[config.mk]
export PLATFORM = sky130hd
export DESIGN_NAME = kogge_stone_sub_pipe
export DESIGN_NICKNAME = d
export VERILOG_FILES = /design/src/rtl/ks_pkg.sv /design/src/rtl/ks_prefix_stage.sv /design/src/rtl/kogge_stone_sub_pipe.sv
export SDC_FILE = /design/constraint.sdc
export NUM_CORES = 1
export LEC_CHECK = 0
export ABC_AREA = 1
export CELL_PAD_IN_SITES_DETAIL_PLACEMENT = 1
export CELL_PAD_IN_SITES_GLOBAL_PLACEMENT = 2
export CORE_ASPECT_RATIO = 1.25
export CORE_UTILIZATION = 40
export CTS_CLUSTER_DIAMETER = 30
export CTS_CLUSTER_SIZE = 10
export DETAILED_ROUTE_END_ITERATION = 6
export PLACE_DENSITY_LB_ADDON = 0.05
export SYNTH_ARGS = -nofsm -noshare
export SYNTH_HDL_FRONTEND = slang
export SYNTH_SLANG_ARGS = --single-unit
[constraint.sdc]
create_clock -name clk -period 3.3 [get_ports clk]
set_clock_uncertainty 0.05 [all_clocks]
set_input_delay 0.495 -clock clk [delete_from_list [all_inputs] [get_ports clk]]
set_output_delay 0.495 -clock clk [all_outputs]
set_load 0.005 [all_outputs]
[src/rtl/ks_pkg.sv]
`timescale 1ns/1ps
// Shared Kogge-Stone helpers for the adder/subtractor family.
// Level count and the black/gray prefix combine cells.
package ks_pkg;

  function automatic int ks_levels(input int width);
    return $clog2(width);
  endfunction

  // Returns {G, P} for a black cell.
  function automatic logic [1:0] ks_black(
    input logic g_hi,
    input logic p_hi,
    input logic g_lo,
    input logic p_lo
  );
    return {g_hi | (p_hi & g_lo), p_hi & p_lo};
  endfunction

  function automatic logic ks_gray(
    input logic g_hi,
    input logic p_hi,
    input logic g_lo
  );
    return g_hi | (p_hi & g_lo);
  endfunction

endpackage

[src/rtl/ks_prefix_stage.sv]
`timescale 1ns/1ps
// One registered Kogge-Stone prefix level with its valid bit.
// Bit propagate, carry-in and operand MSBs ride along unchanged.
module ks_prefix_stage
  import ks_pkg::*;
#(
  parameter int WIDTH = 8,
  parameter int SPAN  = 1
) (
  input  logic             clk,
  input  logic             rst_n,
  input  logic             en_i,
  input  logic             valid_i,
  input  logic [WIDTH-1:0] g_i,
  input  logic [WIDTH-1:0] pg_i,
  input  logic [WIDTH-1:0] p_i,
  input  logic             cin_i,
  input  logic             amsb_i,
  input  logic             bmsb_i,
  output logic             valid_o,
  output logic [WIDTH-1:0] g_o,
  output logic [WIDTH-1:0] pg_o,
  output logic [WIDTH-1:0] p_o,
  output logic             cin_o,
  output logic             amsb_o,
  output logic             bmsb_o
);

  logic [WIDTH-1:0] g_d;
  logic [WIDTH-1:0] pg_d;
  logic [WIDTH-1:0] g_q;
  logic [WIDTH-1:0] pg_q;
  logic [WIDTH-1:0] p_q;
  logic             valid_q;
  logic             cin_q;
  logic             amsb_q;
  logic             bmsb_q;

  for (genvar i = 0; i < WIDTH; i++) begin : g_cell
    if (i >= SPAN) begin : g_black
      assign {g_d[i], pg_d[i]} = ks_black(
        g_i[i], pg_i[i], g_i[i-SPAN], pg_i[i-SPAN]);
    end else begin : g_pass
      assign g_d[i]  = g_i[i];
      assign pg_d[i] = pg_i[i];
    end
  end

  always_ff @(posedge clk or negedge rst_n) begin
    if (!rst_n) begin
      valid_q <= 1'b0;
      g_q     <= '0;
      pg_q    <= '0;
      p_q     <= '0;
      cin_q   <= 1'b0;
      amsb_q  <= 1'b0;
      bmsb_q  <= 1'b0;
    end else if (en_i) begin
      valid_q <= valid_i;
      g_q     <= g_d;
      pg_q    <= pg_d;
      p_q     <= p_i;
      cin_q   <= cin_i;
      amsb_q  <= amsb_i;
      bmsb_q  <= bmsb_i;
    end
  end

  assign valid_o = valid_q;
  assign g_o     = g_q;
  assign pg_o    = pg_q;
  assign p_o     = p_q;
  assign cin_o   = cin_q;
  assign amsb_o  = amsb_q;
  assign bmsb_o  = bmsb_q;

endmodule

[src/rtl/kogge_stone_sub_pipe.sv]
`timescale 1ns/1ps
// Pipelined Kogge-Stone subtractor: diff = a + ~b + ~bin.
// One register per prefix level, global stall on output backpressure.
module kogge_stone_sub_pipe
  import ks_pkg::*;
#(
  parameter int WIDTH = 8
) (
  input  logic             clk,
  input  logic             rst_n,
  input  logic             in_valid,
  output logic             in_ready,
  input  logic [WIDTH-1:0] a,
  input  logic [WIDTH-1:0] b,
  input  logic             bin,
  output logic             out_valid,
  input  logic             out_ready,
  output logic [WIDTH-1:0] diff,
  output logic             bout,
  output logic             zero,
  output logic             neg,
  output logic             ovf
);

  localparam int LEVELS  = ks_levels(WIDTH);
  localparam int LATENCY = LEVELS + 2;

  if (WIDTH < 4 || WIDTH > 64 ||
      (WIDTH & (WIDTH - 1)) != 0 ||
      LATENCY != LEVELS + 2) begin : g_bad_width
    $error("WIDTH must be a power of two in 4..64");
  end

  logic adv;

  logic [WIDTH-1:0] p0_d;
  logic [WIDTH-1:0] g0_d;
  logic             cin0_d;

  logic             v0_q;
  logic [WIDTH-1:0] p0_q;
  logic [WIDTH-1:0] g0_q;
  logic             cin0_q;
  logic             am0_q;
  logic             bm0_q;

  logic             vld_s [LEVELS+1];
  logic [WIDTH-1:0] g_s   [LEVELS+1];
  logic [WIDTH-1:0] pg_s  [LEVELS+1];
  logic [WIDTH-1:0] p_s   [LEVELS+1];
  logic             cin_s [LEVELS+1];
  logic             am_s  [LEVELS+1];
  logic             bm_s  [LEVELS+1];

  logic [WIDTH:0]   carry_d;
  logic [WIDTH:0]   carry_q;
  logic             cv_q;
  logic [WIDTH-1:0] cp_q;
  logic             ca_q;
  logic             cb_q;

  logic [WIDTH-1:0] diff_d;
  logic             bout_d;
  logic             zero_d;
  logic             neg_d;
  logic             ovf_d;

  logic             ov_q;
  logic [WIDTH-1:0] diff_q;
  logic             bout_q;
  logic             zero_q;
  logic             neg_q;
  logic             ovf_q;

  assign adv      = !ov_q || out_ready;
  assign in_ready = adv;

  assign p0_d   = a ^ ~b;
  assign g0_d   = a & ~b;
  assign cin0_d = ~bin;

  // Operands are captured only with a valid beat, so idle-bus
  // garbage never enters the datapath.
  always_ff @(posedge clk or negedge rst_n) begin
    if (!rst_n) begin
      v0_q   <= 1'b0;
      p0_q   <= '0;
      g0_q   <= '0;
      cin0_q <= 1'b0;
      am0_q  <= 1'b0;
      bm0_q  <= 1'b0;
    end else if (adv) begin
      v0_q <= in_valid;
      if (in_valid) begin
        p0_q   <= p0_d;
        g0_q   <= g0_d;
        cin0_q <= cin0_d;
        am0_q  <= a[WIDTH-1];
        bm0_q  <= b[WIDTH-1];
      end
    end
  end

  assign vld_s[0] = v0_q;
  assign g_s[0]   = g0_q;
  assign pg_s[0]  = p0_q;
  assign p_s[0]   = p0_q;
  assign cin_s[0] = cin0_q;
  assign am_s[0]  = am0_q;
  assign bm_s[0]  = bm0_q;

  for (genvar k = 1; k <= LEVELS; k++) begin : g_lvl
    ks_prefix_stage #(
      .WIDTH (WIDTH),
      .SPAN  (1 << (k - 1))
    ) u_stage (
      .clk     (clk),
      .rst_n   (rst_n),
      .en_i    (adv),
      .valid_i (vld_s[k-1]),
      .g_i     (g_s[k-1]),
      .pg_i    (pg_s[k-1]),
      .p_i     (p_s[k-1]),
      .cin_i   (cin_s[k-1]),
      .amsb_i  (am_s[k-1]),
      .bmsb_i  (bm_s[k-1]),
      .valid_o (vld_s[k]),
      .g_o     (g_s[k]),
      .pg_o    (pg_s[k]),
      .p_o     (p_s[k]),
      .cin_o   (cin_s[k]),
      .amsb_o  (am_s[k]),
      .bmsb_o  (bm_s[k])
    );
  end

  always_comb begin
    carry_d    = '0;
    carry_d[0] = cin_s[LEVELS];
    for (int i = 0; i < WIDTH; i++) begin
      carry_d[i+1] = ks_gray(g_s[LEVELS][i],
                             pg_s[LEVELS][i],
                             cin_s[LEVELS]);
    end
  end

  always_ff @(posedge clk or negedge rst_n) begin
    if (!rst_n) begin
      cv_q    <= 1'b0;
      carry_q <= '0;
      cp_q    <= '0;
      ca_q    <= 1'b0;
      cb_q    <= 1'b0;
    end else if (adv) begin
      cv_q    <= vld_s[LEVELS];
      carry_q <= carry_d;
      cp_q    <= p_s[LEVELS];
      ca_q    <= am_s[LEVELS];
      cb_q    <= bm_s[LEVELS];
    end
  end

  assign diff_d = cp_q ^ carry_q[WIDTH-1:0];
  assign bout_d = ~carry_q[WIDTH];
  assign zero_d = (diff_d == '0);
  assign neg_d  = diff_d[WIDTH-1];
  assign ovf_d  = (ca_q ^ cb_q) & (diff_d[WIDTH-1] ^ ca_q);

  always_ff @(posedge clk or negedge rst_n) begin
    if (!rst_n) begin
      ov_q   <= 1'b0;
      diff_q <= '0;
      bout_q <= 1'b0;
      zero_q <= 1'b0;
      neg_q  <= 1'b0;
      ovf_q  <= 1'b0;
    end else if (adv) begin
      ov_q   <= cv_q;
      diff_q <= diff_d;
      bout_q <= bout_d;
      zero_q <= zero_d;
      neg_q  <= neg_d;
      ovf_q  <= ovf_d;
    end
  end

  assign out_valid = ov_q;
  assign diff      = diff_q;
  assign bout      = bout_q;
  assign zero      = zero_q;
  assign neg       = neg_q;
  assign ovf       = ovf_q;

endmodule

# ---- Yosys cells after proc, flatten, opt, wreduce, memory -nomap -nowiden
# Index checks and enable logic that the tools add are counted.
dict set report totals {
  reg_bits 137
  inputBits 21
  out_inout_bits 14
  word_cells 118
}
dict set report classes {
  bitwise_logic 76
  reduce_logical 4
}
# cell n
set ops {}
lappend ops {{1-bit bitwise AND} 43}
lappend ops {{1-bit bitwise OR} 25}
lappend ops {{8-bit XOR} 2}
lappend ops {{8-bit bitwise AND} 1}
lappend ops {{8-bit logical NOT} 1}
lappend ops {{8-bit NOT} 1}
lappend ops {{1-bit NOT} 2}
lappend ops {{2-bit AND reduction} 1}
lappend ops {{1-bit XOR} 2}
lappend ops {{1-bit logical NOT} 1}
lappend ops {{1-bit logical OR} 1}

# ---- Depth between registers and ports, before layout
# Gate-level depths: netlist of the first run.
dict set report logic_depth {
  ltp_word 3
  ltp_mapped 7
  mapped_depth_nobuf 7
}

# ---- Modules after synthesis
# Synthesis of the first run repeated with hierarchy kept, for this count alone.
dict set report hier_totals {
  hier_cells 612
  hier_area_um2 5686.7
}
# module n_inst cells_each area_per_inst_um2 seq_area_each_um2
set modules_own_cells {}
lappend modules_own_cells {kogge_stone_sub_pipe 1 218 2297.2 1301.2}
lappend modules_own_cells {{ks_prefix_stage (g_lvl[1].u_stage)} 1 137 1152.4 700.7}
lappend modules_own_cells {{ks_prefix_stage (g_lvl[3].u_stage)} 1 125 1122.3 700.7}
lappend modules_own_cells {{ks_prefix_stage (g_lvl[2].u_stage)} 1 132 1114.8 700.7}

# ---- Least setup slack after synthesis of the first run
# No wires, ideal clock.
dict set report synth_timing {
  path_type {input -> output}
  start {input port out_ready}
  end {output port in_ready}
  arrival_time_ns 0.954
  required_time_ns 2.755
  setup_slack_ns 1.801
  stages 4
  path_buffers 2
  path_cell_list {inv_1 -> nand2_4 -> buf_4 -> buf_2}
}
dict set report synth_between {
  elab_chain_cells 1
}
# element line
set synth_lines {}
lappend synth_lines {{from (decl)} kogge_stone_sub_pipe.sv:17} ;# input logic out_ready,
lappend synth_lines {{1-bit logical OR} kogge_stone_sub_pipe.sv:75} ;# assign adv = !ov_q || out_ready;
lappend synth_lines {{to (decl)} kogge_stone_sub_pipe.sv:12} ;# output logic in_ready,
# Every way passes these cells.

# ---- Final worst setup path of the first run
# Ends and elaborated chain as after synthesis.

==> results of run 1 <==
Yosys cell counts (2+ instances only):
| master | n | share of area (%) |
|---|---|---|
| nor2_1 | 16 | 1.1 |
| inv_1 | 56 | 3.9 |
| xor2_1 | 3 | 0.49 |
| buf_2 | 17 | 1.6 |
| o22ai_1 | 5 | 0.59 |
| nand3_1 | 13 | 1.2 |
| buf_4 | 7 | 0.99 |
| dfrtp_1 | 133 | 63 |
| o21ai_1 | 9 | 0.85 |
| ha_1 | 8 | 1.9 |
| o221ai_1 | 16 | 2.6 |
| nand2_1 | 214 | 15 |
| clkbuf_1 | 2 | 0.14 |
| a21oi_1 | 21 | 2.0 |
| o21ai_0 | 43 | 4.0 |
routing by layer:
metal	up-vias	wire, µm	global-route usage [%]
li1	1870	-	-
met4	0	110	6.38
met3	8	299	4.61
met5	-	0	0
met1	1848	5260	23.3
met2	55	5740	31.4
worst paths after layout:
path | slack [ns] | end
hold / removal | 0.08 | diff[4]
max in group asynchronous | 2.33 | g_lvl[3].u_stage.p_o[1]
setup reg to reg | 1.38 | carry_q[2]
hold reg to reg | 0.41 | out_valid
setup / recovery | 0.86 | in_ready
min in group clk | 0.41 | out_valid
area by class of cell:
type | count | area share (%)
Clock buffer | 22 | 7.41
Clock inverter | 9 | 2.35
Inverter | 57 | 3.35
Multi-Input combinational cell | 352 | 25.4
Sequential cell | 133 | 52.0
Tap cell | 168 | 3.29
Timing Repair Buffer | 41 | 6.16
metrics by stage:
stage          setup slack [ns]  cell area, µm²
2_1_floorplan              1.80            5320
3_3_place_gp              0.829            5770
3_5_place_dp              0.758            5770
4_1_cts                   0.843            6400
5_1_grt                   0.790            6400
6_report                  0.860            6400
power by group through the flow:
stage | Clock [µW] | Sequential (µW) | Combinational, µW
CTS | 2040 | 2770 | 1610
detailed placement | 0 | 2790 | 1590
finish | 2000 | 2750 | 1570
floorplan | 0 | 2650 | 1120
global route | 2110 | 2850 | 1830
global placement | 0 | 2760 | 1520
flip-flops by register name, indices dropped and copies added, names as in the netlist, 3 cells and up:
signal                 cells
g_lvl.u_stage.cin_o        3
diff                       8
p0_q                       8
g_lvl.u_stage.bmsb_o       3
g_lvl.u_stage.amsb_o       3
cp_q                       8
carry_q                    9
g_lvl.u_stage.p_o         24
g_lvl.u_stage.pg_o        21
g_lvl.u_stage.g_o         24
g0_q                       8
g_lvl.u_stage.valid_o      3
critical path, cell delays in order:
cell,delay [ns]
clkdlybuf4s50_1,0.45
inv_1,0.06
nand2_4,0.30
clkdlybuf4s50_1,0.58
logic make-up (layout without fill, tap and decap cells):
kind of cell,after synthesis,after routing,share of synthesized area [%]
compound gates,95,95,10.2
xor+xnor,4,4,0.658
fa+ha+maj,8,8,1.88
buf+inv,84,129,6.96
flops,133,133,62.5
simple gates,245,245,17.8
==> results.tsv, run 1 <==
stage	metric	value	unit
status	outcome	finished, final reports clean	
synth	post-synthesis cell type count	21	
drt	DRC	0	
die	die width	105	µm
global_route	Tot GR Track Use	18.5	%
clocking	Max Root-Sink Buffers	2	
power_and_ir_drop	register share of total power	43.6	%
die	# IOs	35	
synth	Yosys reg bits	133	
global_route	first-pass GRT wire length	19700	µm
global_route	largest net degree at the start of global routing	83	
synth	number of warnings issued by yosys	0	
clocking	Root Buffer	clkbuf_16	
synth	EDFF count, synth	0	
setup_path	Crit. End Element	output port	
setup_path	worst r2r path cells	4	
timing	Slew @ Worst Pin	0.774	ns
power_and_ir_drop	Logic pwr share	24.8	%
layout	antenna fix cells	0	
clocking	total CTS buffers	17	
timing	relative slew slack	48.4	%
timing	Peak Freq	410	MHz
synth	synthesized area per cell	9.36	µm²
layout	register area	3330	µm²
drt	DR pass1 iterations	4	
setup_path	critical path class	primary input to output port	
die	Starting Density	41.5	%
setup_path	WP data required	2.75	ns
timing	# setup viols final	0	
die	row cnt	46	
place	Placed Instances	751	
setup_path	Worst EP arrival	1.89	ns
global_route	grt ovf	0	
clocking	CTS sink count	133	
power_and_ir_drop	switch share	32.4	%
timing	Hold Violations, Final	0	
timing	setup tns final	0	ns
clocking	Clock transition at path regs	0.06	ns
layout	footprint of the multi-input gates	1630	µm²
layout	commonest non-fill, non-tap cell in the layout	nand2_1	
run	max-cap violations	0	
setup_path	RR Startpoint	out_valid	
global_route	vias in the first global route	3913	
layout	nets	631	
timing	Final Max Tran Viols	0	
die	Die Ht	131	µm
layout	Non-Filler Instances	782	
drt	final wirelength	11400	µm
global_route	initial antenna violation count	0	
synth	asr flop ratio synth	100	%
synth	Mapped Area	5320	µm²
place	Final Wtd Congestion	0.721	
power_and_ir_drop	internal power	4270	µW
clocking	post-CTS setup buffer count	0	
timing	RSZ-0062 raised after global routing	false	
clocking	Post-CTS Hold Buffers	0	
die	die area	13800	µm²
clocking	post_cts resized	0	
power_and_ir_drop	Clk network pwr share	31.6	%
setup_path	Worst Setup SP	out_ready	
die	core footprint	12800	µm²
place	Buffers on Ports	34	
power_and_ir_drop	total power	6320	µW
setup_path	CP startpoint kind	primary input	
power_and_ir_drop	Psw	2050	µW
power_and_ir_drop	PwrDens	988	nW/µm²
clocking	H-tree Lvls	4	
clocking	Clk Latency, worst-skew pair	0.41	ns
timing	Hold Slack	0.0773	ns
place	post-DP HPWL	7430	µm
power_and_ir_drop	Leak	0.00316	µW
layout	fin util	49.8	%
layout	share of cells above drive strength 1	6.51	%
layout	Layout area overhead	20.1	%
power_and_ir_drop	Max VDD drop	308	µV
synth	top_reg_cell synth	dfrtp_1	
synth	sequential area share after synthesis	62.5	%
hold_path	Hold Crit Class	primary input to asynchronous set/reset pin	
drt	drt initial violations	162	
drt	via count	3781	
drt	Vias per Instance	4.84	
setup_path	worst-path maximum fanout	34	
synth	post-synth net total	598	
synth	Post-Synthesis Cells	569	
drt	antenna viol nets, final	0	
timing	Final Cycle Share	73.9	%
drt	Avg WL per Cell	14.6	µm
layout	fill count	1476	
layout	most frequent cells in the layout	nand2_1, dfrtp_1, inv_1	
clocking	CTS tree	done	
timing	Tmin final	2.44	ns
No activity file was read; power rests on OpenSTA's default activity.
==> run 2, diff against run 1 <==
--- a/config.mk
+++ b/config.mk
@@ -9,7 +9,7 @@
 export CELL_PAD_IN_SITES_DETAIL_PLACEMENT = 1
 export CELL_PAD_IN_SITES_GLOBAL_PLACEMENT = 2
 export CORE_ASPECT_RATIO = 1.25
-export CORE_UTILIZATION = 40
+export CORE_UTILIZATION = 33
 export CTS_CLUSTER_DIAMETER = 30
 export CTS_CLUSTER_SIZE = 10
 export DETAILED_ROUTE_END_ITERATION = 6
==> constraint.sdc (replaced) <==
create_clock -name clk -period 2.09 [get_ports clk]
set_clock_uncertainty 0.05 [all_clocks]
set_input_delay 0.3135 -clock clk [delete_from_list [all_inputs] [get_ports clk]]
set_output_delay 0.3135 -clock clk [all_outputs]
set_load 0.005 [all_outputs]
==> run 2 against run 1 <==
Via count is 0.16% higher; global-route usage is 1.9 points lower; combinational power is 61% higher; first-iteration DRC count is 35% lower; sequential power is 58% higher; sequential share of layout area is 1.3 points lower; clock power is 61% higher; non-clock buffer count is 6 higher; worst hold slack better by 0.32 ns; final cell count is 6.4% higher; largest power group unchanged.
==> results.tsv, run 2 (synthesized netlist as in run 1, its figures left out) <==
stage	metric	value	unit
status	outcome	finished, final reports clean	
setup_path	WP data required	1.73	ns
layout	antenna fix cells	0	
place	Placed Instances	800	
global_route	largest net degree at the start of global routing	77	
drt	via count	3787	
setup_path	Cell Chain, Critical Path	nand2_4, clkdlybuf4s50_1	
power_and_ir_drop	Logic pwr share	25.0	%
global_route	Tot GR Track Use	16.6	%
global_route	first-pass GRT wire length	20700	µm
clocking	Max Root-Sink Buffers	2	
clocking	CTS sink count	133	
setup_path	Crit path depth	2	
place	post-DP HPWL	8020	µm
setup_path	slowest library cell on the worst path	clkdlybuf4s50_1	
setup_path	worst r2r path cells	4	
timing	Hold Violations, Final	0	
die	# IOs	35	
timing	Hold Slack	0.399	ns
setup_path	max incr delay on CP	0.51	ns
setup_path	Crit. End Element	output port	
clocking	Clock transition at path regs	0.05	ns
layout	nets	637	
global_route	grt ovf	0	
setup_path	worst-path maximum fanout	5	
clocking	Root Buffer	clkbuf_16	
clocking	H-tree Lvls	4	
setup_path	Worst EP arrival	1.46	ns
die	die area	16600	µm²
power_and_ir_drop	switch share	31.9	%
setup_path	cell family with most CP delay	buffers and inverters	
clocking	CTS tree	done	
power_and_ir_drop	Psw	3230	µW
clocking	post-CTS setup buffer count	0	
die	die width	116	µm
drt	antenna viol nets, final	0	
place	Final Wtd Congestion	0.717	
die	row cnt	51	
setup_path	RR Startpoint	out_valid	
setup_path	CP startpoint kind	flip-flop	
die	Starting Density	33.9	%
power_and_ir_drop	internal power	6890	µW
hold_path	Hold Crit Class	primary input to asynchronous set/reset pin	
die	core footprint	15700	µm²
timing	setup tns final	0	ns
drt	drt initial violations	105	
timing	Final Cycle Share	87.2	%
drt	DRC	0	
power_and_ir_drop	register share of total power	43.0	%
setup_path	reg-to-reg endpoint	carry_q[6]	
timing	Tmin final	1.82	ns
place	Buffers on Ports	34	
power_and_ir_drop	Leak	0.00321	µW
timing	# setup viols final	0	
timing	Peak Freq	549	MHz
drt	final wirelength	11900	µm
setup_path	critical path class	flip-flop to output port	
layout	Layout area overhead	23.3	%
setup_path	CP Buf/Inv Count	1	
timing	Final Max Tran Viols	0	
layout	commonest non-fill, non-tap cell in the layout	nand2_1	
drt	DR pass1 iterations	4	
drt	Avg WL per Cell	14.3	µm
timing	RSZ-0062 raised after global routing	false	
drt	Vias per Instance	4.55	
layout	share of cells above drive strength 1	7.26	%
clocking	total CTS buffers	17	
layout	most frequent cells in the layout	nand2_1, dfrtp_1, inv_1	
global_route	initial antenna violation count	0	
clocking	Clk Latency, worst-skew pair	0.42	ns
run	max-cap violations	0	
power_and_ir_drop	Max VDD drop	420	µV
die	Die Ht	144	µm
setup_path	flop2flop setup slack	0.66	ns
timing	relative slew slack	61.9	%
timing	Slew @ Worst Pin	0.572	ns
layout	Non-Filler Instances	832	
power_and_ir_drop	PwrDens	1540	nW/µm²
global_route	vias in the first global route	3906	
power_and_ir_drop	Clk network pwr share	32.0	%
## run 2: cell types whose count changed in the layout (fill, tap and decap cells not counted)
cell and delta:
buf_12 +4, buf_4 +1, bufinv_16 +1, clkbuf_8 -1, clkinv_2 +1, clkinvlp_4 -1
dlygate4sd3_1 +1
## run 2: repair_timing
| item | CTS | global route |
|---|---|---|
| hold buffers | 1 | 0 |
| resized for setup | 0 | 0 |
| hold endpoints to repair | 53 | 0 |
## run 2: power groups by stage
stage / clock, µW / combinational, µW / sequential (µW)
floorplan: 0 / 1760 / 4190
global placement: 0 / 2530 / 4390
detailed placement: 0 / 2600 / 4410
CTS: 3330 / 2620 / 4380
global route: 3410 / 2980 / 4510
finish: 3230 / 2530 / 4350
## run 2: final cells by class
| type | instances | area, µm² |
|---|---|---|
| clock buffer | 21 | 460 |
| timing repair buffer | 47 | 492 |
| fill | 1851 | 9140 |
| clock inverter | 10 | 178 |
| multi-input combinational | 352 | 1630 |
| inverter | 57 | 214 |
| tap | 212 | 265 |
| sequential | 133 | 3330 |
## run 2: per-stage QoR
stage / total power, µW / worst slack (ns) / instance area [µm²] / utilization (%)
3_5_place_dp: 7010 / 0.248 / 5910 / 37.7
5_1_grt: 10900 / 0.207 / 6560 / 41.8
2_1_floorplan: 5950 / 0.899 / 5320 / -
4_1_cts: 10300 / 0.234 / 6560 / 41.8
3_3_place_gp: 6920 / 0.292 / 5910 / 37.7
6_report: 10100 / 0.268 / 6560 / 41.8
## run 2: worst max path at each step
stage	startpoint	to	slack, ns
after floorplan	out_valid	in_ready	0.90
after global placement	out_ready	in_ready	0.29
after detailed placement	out_ready	carry_q[2]	0.25
after CTS	out_valid	in_ready	0.23
after global routing	out_valid	in_ready	0.21
final	out_valid	in_ready	0.27
## run 2: routing by layer
metal / up-vias / wire length [µm] / track usage (%)
li1: 1884 / - / -
met1: 1833 / 5510 / 21.0
met2: 51 / 5810 / 26.9
met3: 19 / 291 / 3.65
met4: 0 / 249 / 8.20
met5: - / 0 / 0
## run 2: worst register-to-register path, cell delays in order (launching register included)
cell and delay (ns):
dfrtp_1 0.41, nand2_4 0.12, buf_12 0.26, nand2_1 0.30
o221ai_1 0.20
==> run 3, diff against run 2 <==
--- a/config.mk
+++ b/config.mk
@@ -8,11 +8,11 @@
 export ABC_AREA = 1
 export CELL_PAD_IN_SITES_DETAIL_PLACEMENT = 1
 export CELL_PAD_IN_SITES_GLOBAL_PLACEMENT = 2
-export CORE_ASPECT_RATIO = 1.25
 export CORE_UTILIZATION = 33
 export CTS_CLUSTER_DIAMETER = 30
 export CTS_CLUSTER_SIZE = 10
 export DETAILED_ROUTE_END_ITERATION = 6
+export MAX_ROUTING_LAYER = met4
 export PLACE_DENSITY_LB_ADDON = 0.05
 export SYNTH_ARGS = -nofsm -noshare
 export SYNTH_HDL_FRONTEND = slang
==> run 3 against run 2 <==
Power fell by 2.9%; worst setup slack improved by 0.020 ns; critical path type unchanged; critical path depth did not move; worst hold slack got worse by 0.088 ns; final cell count rose by 0.36%; sequential share of layout area rose by 0.29 points.
==> results.tsv, run 3 (synthesized netlist as in run 1, its figures left out) <==
stage	metric	value	unit
global_route	grt ovf	0	
global_route	vias in the first global route	3868	
run	max-cap violations	0	
timing	Peak Freq	555	MHz
clocking	CTS sink count	133	
die	# IOs	35	
setup_path	worst-path maximum fanout	4	
drt	antenna viol nets, final	0	
status	outcome	finished, final reports clean	
timing	setup tns final	0	ns
clocking	H-tree Lvls	4	
drt	via count	3769	
drt	Avg WL per Cell	13.9	µm
drt	drt initial violations	180	
timing	Hold Violations, Final	0	
place	post-placement cell area	5930	µm²
setup_path	critical path class	flip-flop to output port	
hold_path	Hold Crit Class	primary input to asynchronous set/reset pin	
setup_path	Crit. End Element	output port	
die	Die Ht	129	µm
drt	Vias per Instance	4.51	
timing	Final Max Tran Viols	0	
drt	final wirelength	11600	µm
timing	Tmin final	1.80	ns
drt	DRC	0	
clocking	CTS tree	done	
drt	DR pass1 iterations	4	
global_route	first-pass GRT wire length	20200	µm
power_and_ir_drop	PwrDens	1500	nW/µm²
layout	antenna fix cells	0	
place	Placement Setup Slack	0.217	ns
setup_path	Worst EP arrival	1.44	ns
place	Final Wtd Congestion	0.728	
clocking	Root Buffer	clkbuf_16	
setup_path	CP startpoint kind	flip-flop	
place	Placed Instances	802	
die	row cnt	46	
timing	relative slew slack	76.4	%
setup_path	Cell Chain, Critical Path	nand2_4, clkdlybuf4s50_1	
layout	commonest non-fill, non-tap cell in the layout	nand2_1	
die	Starting Density	33.6	%
clocking	total CTS buffers	17	
setup_path	max incr delay on CP	0.51	ns
layout	nets	635	
setup_path	WP data required	1.73	ns
global_route	largest net degree at the start of global routing	70	
layout	share of cells above drive strength 1	7.43	%
clocking	Max Root-Sink Buffers	2	
place	Buffers on Ports	34	
timing	Slew @ Worst Pin	0.353	ns
die	core footprint	15800	µm²
setup_path	CP Buf/Inv Count	1	
layout	most frequent cells in the layout	nand2_1, dfrtp_1, inv_1	
timing	setup slack after layout	0.287	ns
power_and_ir_drop	Max VDD drop	582	µV
layout	Layout area overhead	22.6	%
setup_path	slowest library cell on the worst path	clkdlybuf4s50_1	
power_and_ir_drop	Leak	0.00320	µW
timing	RSZ-0062 raised after global routing	false	
setup_path	cell family with most CP delay	buffers and inverters	
clocking	Clk Latency, worst-skew pair	0.42	ns
die	die area	16600	µm²
layout	Non-Filler Instances	835	
timing	Final Cycle Share	86.2	%
die	die width	129	µm
clocking	post_cts resized	0	
global_route	initial antenna violation count	0	
global_route	Tot GR Track Use	16.5	%
place	post-DP HPWL	7840	µm
layout	Final Cell Area	6530	µm²
timing	# setup viols final	0	
clocking	Clock transition at path regs	0.05	ns
## run 3: cell type report
cell class,count,area [µm²]
Clock inverter,11,105
Tap cell,216,270
Timing Repair Buffer,45,502
Fill cell,1817,9300
Sequential cell,133,3330
Multi-Input combinational cell,352,1630
Inverter,57,214
Clock buffer,21,480
## run 3: metal layers
layer	part of all wire (%)	global-route usage, %	routed length (µm)	vias up
li1	-	-	-	1888
met1	49	20.9	5690	1810
met2	47	25.4	5440	57
met3	2.7	4.21	315	14
met4	1.2	6.23	144	0
met5	0	-	0	-
## run 3: where the power goes
group          internal [µW]  switching (µW)
Sequential              3690             646
Combinational           1060            1510
Clock                   1860            1070
## run 3: final timing paths
check / start / end / slack, ns / cells past startpoint
worst min register to register: cv_q / out_valid / 0.41 / 2
max in group asynchronous: rst_n / g_lvl[2].u_stage.g_o[1] / 1.08 / 3
worst max-delay path: out_valid / in_ready / 0.29 / 2
min in group clk: cv_q / out_valid / 0.41 / 2
worst max register to register: out_valid / carry_q[7] / 0.63 / 4
worst min-delay path: rst_n / bout / 0.31 / 2
## run 3: what timing repair did
item | 4_1_cts | 5_1_grt
hold endpoints to repair | 32 | 0
hold buffers | 1 | 0
buffers inserted | 0 | 0
## run 3: per-stage QoR
stage	power [µW]	utilization [%]	hold slack (ns)
after global routing	10600	41.2	0.329
after CTS	10000	41.2	0.312
final	9820	41.2	0.311
after floorplan	5950	-	-0.0321
after global placement	6940	37.5	0.184
after detailed placement	7020	37.5	0.184
## run 3: worst register-to-register path, stage by stage, from the launching register on
cell and delay (ns):
dfrtp_1 0.40, nand2_4 0.11, buf_4 0.33, nand2_1 0.26
o221ai_1 0.21
